[src/rtl/nes_bus_pkg.sv]
// Shared CPU-bus definitions for the sprite OAM DMA and the APU/DMC DMA.
// Holds the DMA state encoding, fixed register addresses and get/put cycle parity.
package nes_bus_pkg;

   typedef enum logic [2:0] {
      IDLE,
      HALT,
      ALIGN,
      READ,
      WRITE
   } dmaState_t;

   localparam logic [15:0] DMA_REG_ADDR   = 16'h4014;
   localparam logic [15:0] OAM_DATA_ADDR  = 16'h2004;
   localparam int          TRANSFER_COUNT = 256;
   localparam logic [7:0]  LAST_BYTE      = 8'(TRANSFER_COUNT - 1);

   // A CPU cycle is either a get (bus read slot) or a put (bus write slot).
   localparam logic PARITY_GET = 1'b0;
   localparam logic PARITY_PUT = 1'b1;

endpackage

[src/rtl/oam_dma_controller.sv]
// Sprite OAM DMA initiator: a write to $4014 stalls the CPU and copies one
// 256-byte page of CPU space into PPU OAMDATA, one read plus one write per byte.
module oam_dma_controller
   import nes_bus_pkg::*;
(
   input  logic        clk,
   input  logic        reset,
   input  logic        clkEn,
   input  logic [15:0] cpuAddr_IN,
   input  logic        cpuReadWrite_IN,
   input  logic [7:0]  cpuData_IN,
   input  logic [7:0]  busData_IN,
   output logic        cpuStall,
   output logic [15:0] dmaAddr_OUT,
   output logic        dmaReadWrite,
   output logic [7:0]  dmaData_OUT,
   output logic        oamData_EN,
   output logic        busy
);

   dmaState_t  state;
   dmaState_t  nextState;
   logic [7:0] page;
   logic [7:0] byteCount;
   logic [7:0] dataReg;
   logic       cycleParity;
   logic       trigger;

   // Snooping only matters in IDLE; while stalled the CPU is not driving the bus.
   assign trigger = !cpuReadWrite_IN && (cpuAddr_IN == DMA_REG_ADDR);

   // NOTE: state registers use non-blocking assignments so every flop samples
   // pre-edge values regardless of statement order.
   always_ff @(posedge clk) begin
      if (reset) begin
         state       <= IDLE;
         page        <= '0;
         byteCount   <= '0;
         dataReg     <= '0;
         cycleParity <= PARITY_GET;
      end else if (clkEn) begin
         state       <= nextState;
         cycleParity <= ~cycleParity;
         if (state == IDLE && trigger)
            page <= cpuData_IN;
         if (state == READ)
            dataReg <= busData_IN;
         if (state == WRITE)
            byteCount <= byteCount + 8'd1;
      end
   end

   // NOTE: every combinational output gets a default first so no path infers a latch.
   always_comb begin
      nextState = state;
      case (state)
         IDLE:    if (trigger) nextState = HALT;
         // cycleParity is the parity of the HALT cycle itself; a put HALT
         // means the following cycle is already a get.
         HALT:    nextState = (cycleParity == PARITY_PUT) ? READ : ALIGN;
         ALIGN:   nextState = READ;
         READ:    nextState = WRITE;
         WRITE:   nextState = (byteCount == LAST_BYTE) ? IDLE : READ;
         default: nextState = IDLE;
      endcase
   end

   always_comb begin
      cpuStall     = 1'b0;
      dmaAddr_OUT  = '0;
      dmaReadWrite = 1'b1;
      oamData_EN   = 1'b0;
      case (state)
         HALT: begin
            cpuStall = 1'b1;
         end
         ALIGN, READ: begin
            cpuStall    = 1'b1;
            dmaAddr_OUT = {page, byteCount};
         end
         WRITE: begin
            cpuStall     = 1'b1;
            dmaAddr_OUT  = OAM_DATA_ADDR;
            dmaReadWrite = 1'b0;
            oamData_EN   = 1'b1;
         end
         default: ;
      endcase
   end

   assign dmaData_OUT = dataReg;
   assign busy        = (state != IDLE);

endmodule

[config.mk]
export PLATFORM = sky130hd
export DESIGN_NAME = oam_dma_controller
export DESIGN_NICKNAME = d
export VERILOG_FILES = /design/src/rtl/nes_bus_pkg.sv /design/src/rtl/oam_dma_controller.sv
export SDC_FILE = /design/constraint.sdc
export NUM_CORES = 1
export LEC_CHECK = 0
export ABC_CLOCK_PERIOD_IN_PS = 3000
export CAP_MARGIN = 25
export CORE_ASPECT_RATIO = 0.6
export CORE_UTILIZATION = 44
export DETAILED_ROUTE_END_ITERATION = 12
export PLACE_DENSITY = 0.84
export SYNTH_ARGS = -nofsm -noshare
export SYNTH_HDL_FRONTEND = slang
export SYNTH_SLANG_ARGS = --single-unit
[constraint.sdc]
create_clock -name clk -period 3 [get_ports clk]
set_clock_uncertainty 0.2 [all_clocks]
set_input_delay 0.3 -clock clk [delete_from_list [all_inputs] [get_ports clk]]
set_output_delay 0.3 -clock clk [all_outputs]
set_load 0.01 [all_outputs]
==> reports/results.ini <==
[critical_path]
critPathKind=reg -> out
critical_path_required_ns=2.50
crit_path_cell_trace=nor2b_1 -> buf_4 -> and2_1 -> clkdlybuf4s50_1
worstReg2RegStart=state[0]$_SDFFE_PP0P_
timing.rr.end=page[0]$_SDFFE_PP0P_
slowest_delay_ns=0.55
rrSetupSlack_ns=1.11
crit_fanout=14
cp-end-kind=primary output
cpMaxStageDelayCell=clkdlybuf4s50_1
cp.arrival_ns=2.05
crit_path_start_kind=register
crit_family=buffers and inverters
crit_buf_inv=2
ff2ff_path_depth=3

[logic_synthesis]
synth_compound_area_frac=0.0854
synth_top_family_by_area=simple AND/OR/NAND/NOR gates
ys_top_cells_by_count=dfxtp_1, nand2_1, nand2b_1
synth_enable_flop_cells=0
synth_nets=209
synthAdderAreaFrac=0.00872
yosys.area_share.simple=0.355
yosysMostFrequentCell=dfxtp_1
synth_xor_xnor_area_share=0.0488
yosysTopAreaCellShare=0.391
synthArstFlopShare=0
ys.flop_type=dfxtp_1
netlist_instances=172
avgSynthCellArea_um2=8.34
synth.distinct_cells=35
synth-seq-cells=28
synth_top_cell_by_area=dfxtp_1
synth_mux_area_frac=0.0636
syn_area_um2=1440
yosysWarnings=0
ys_seq_area_frac=0.391
synthTopCellsByArea=dfxtp_1, nand2b_1, nand2_1, and2_1, mux2i_1

[power_and_ir_drop]
clock_power_share=0.407
ir_drop_v=0.000233
cellPowerDensity_nw_per_um2=347
intPower_uw=601
finalPower_uw=744
total_leakage_power_nw=0.757
seqPwrFrac=0.502
power_frac_comb=0.090
p_sw_frac=0.193
p_switching_uw=144

[drt]
first_iter_violations=81
routedWlPerCell_um=13.2
ant_nets=0
wl_um=3600
drt-pass1-iter-count=4
via_per_inst=4.94
drc_errors=0
vias=1345

[die]
fp-row-count=15
die-area_um2=3500
die_w_um=75.7
initial_core_util=0.481
core-area_um2=2980
ios=64
dieHeight_um=46.2

[min_path]
min_to=dmaData_OUT[2]$_SDFFE_PP0P_
min_from=dmaData_OUT[2]$_SDFFE_PP0P_
hold_depth=2
hold_class=reg -> reg

[placed_design]
pre_cts_ws_ns=0.521
hpwl_um=2670
gp_congestion=0.795
portBuffers=63

[cells_and_area]
nets=268
area_delta_synth_final_pct=49.3
register_area_um2=561
layout-drive-gt1-share=0.0391
utilization=0.718
antennaDiodeCount=0
fill_cells=239
multi_input_area_um2=806

[sta]
tns_ns=0
drv_slew=0
finalSetupViolCount=0
fin_crit_sh=0.849
slew_headroom=0.493
rsz0062_at_grt=no
fin_ws_ns=0.454
fmax_ghz=0.393
period_minus_slack_ns=2.55
finalHoldViolCount=0
worst_pin_slew_ns=0.758
whs_ns=0.260

[global_routing]
grt_use_total=0.212
antenna_found_initial=0
grt_pass1_vias=1220
grt_overflow_total=0
grt_max_degree=28
grt_first_pass_wirelength_um=5460

[clocking]
cts_tree=done
cts_buffers=3
htreeDepth=1
clk_latency_ns=0.28
cts_hold_buf=0
cts_resized=0
cts_setup_buffers=0
clk_pin_slew_ns=0.10
clockBufferDepth=2
cts.sinks=28
ctsRootBufferMaster=clkbuf_8

[run_status]
status=finished, final reports clean

[run]
max_cap_violations=0

[power by group through the flow]
stage	Clock [mW]	Sequential, mW	Combinational, mW
finish	0.303	0.374	0.0672
global route	0.323	0.374	0.0722
detailed placement	0	0.382	0.0669
CTS	0.306	0.374	0.0673
global placement	0	0.382	0.0655
floorplan	0	0.382	0.0182
[sequential cells by signal, summed over array words and instances (netlist names)]
signal       count
dmaData_OUT      8
page             8
cycleParity      1
byteCount        8
state            3
[metal layers]
metal / vias to the layer above / GRT usage / wire [µm]
li1: 689 / - / -
met1: 597 / 0.261 / 1620
met2: 56 / 0.375 / 1640
met3: 3 / 0.0678 / 315
met4: 0 / 0.0333 / 16
met5: - / 0 / 0
[cells by family after synthesis]
| logic type | after synthesis |
|---|---|
| adders and majority gates | 1 |
| and+or+nand+nor | 90 |
| xor gates and xnor gates | 8 |
| buffers and inverters | 13 |
| muxes | 9 |
| DFF | 28 |
| AOI/OAI and AO/OA | 23 |
[cell usage in the layout, fill, tap and decap left out]
cell | synthesis | layout
o21ai_1 | 1 | 1
o21ai_0 | 5 | 5
xnor2_1 | 5 | 5
and4bb_1 | 1 | 1
nor4b_2 | 1 | 1
nand3_1 | 3 | 3
nand2_1 | 27 | 27
nand4_1 | 3 | 3
and2_1 | 14 | 14
nand4bb_1 | 1 | 1
o211ai_1 | 1 | 1
mux2_1 | 1 | 1
mux2i_1 | 8 | 8
or3_1 | 1 | 1
or3_4 | 1 | 1
a21oi_1 | 14 | 14
dfxtp_1 | 28 | 28
and3_1 | 3 | 3
bufinv_16 | 0 | 1
nand2b_1 | 17 | 17
nand4b_1 | 1 | 1
clkbuf_8 | 0 | 3
o21a_1 | 1 | 1
nor2_1 | 9 | 9
nor3_1 | 2 | 2
a21o_1 | 1 | 1
buf_4 | 1 | 2
nor4_1 | 1 | 1
ha_1 | 1 | 1
inv_1 | 2 | 2
xor2_1 | 3 | 3
nor4b_1 | 2 | 2
nor3_4 | 1 | 1
clkdlybuf4s50_1 | 0 | 63
nor2b_1 | 2 | 2
[cell type report]
cell class | instances | share of cell area
sequential | 28 | 0.262
clock buffer | 3 | 0.0193
clock inverter | 1 | 0.0140
multi-input combinational | 131 | 0.376
inverter | 2 | 0.00350
timing repair buffer | 65 | 0.301
tap | 42 | 0.0245
[through the flow]
stage	instances	area [µm²]
after floorplan	172	1440
after global placement	268	2070
after detailed placement	268	2070
after CTS	272	2140
after global routing	272	2140
final	272	2140
[worst register-to-register path, stage by stage, from the launching register on]
cell	delay, ns
dfxtp_1	0.41
or3_4	0.45
nor3_4	0.48
mux2i_1	0.27
[worst max-delay path by stage]
stage / start / end / slack [ns] / cells after the start
3_5_place_dp: clkEn / page[7]$_SDFFE_PP0P_ / 0.52 / 5
6_report: state[1]$_SDFFE_PP0P_ / dmaAddr_OUT[7] / 0.45 / 4
2_1_floorplan: state[1]$_SDFFE_PP0P_ / page[0]$_SDFFE_PP0P_ / 1.30 / 4
3_3_place_gp: clkEn / page[1]$_SDFFE_PP0P_ / 0.68 / 5
4_1_cts: state[1]$_SDFFE_PP0P_ / dmaAddr_OUT[7] / 0.44 / 4
5_1_grt: state[1]$_SDFFE_PP0P_ / dmaAddr_OUT[7] / 0.31 / 4
(Power assumes the default switching activity.)
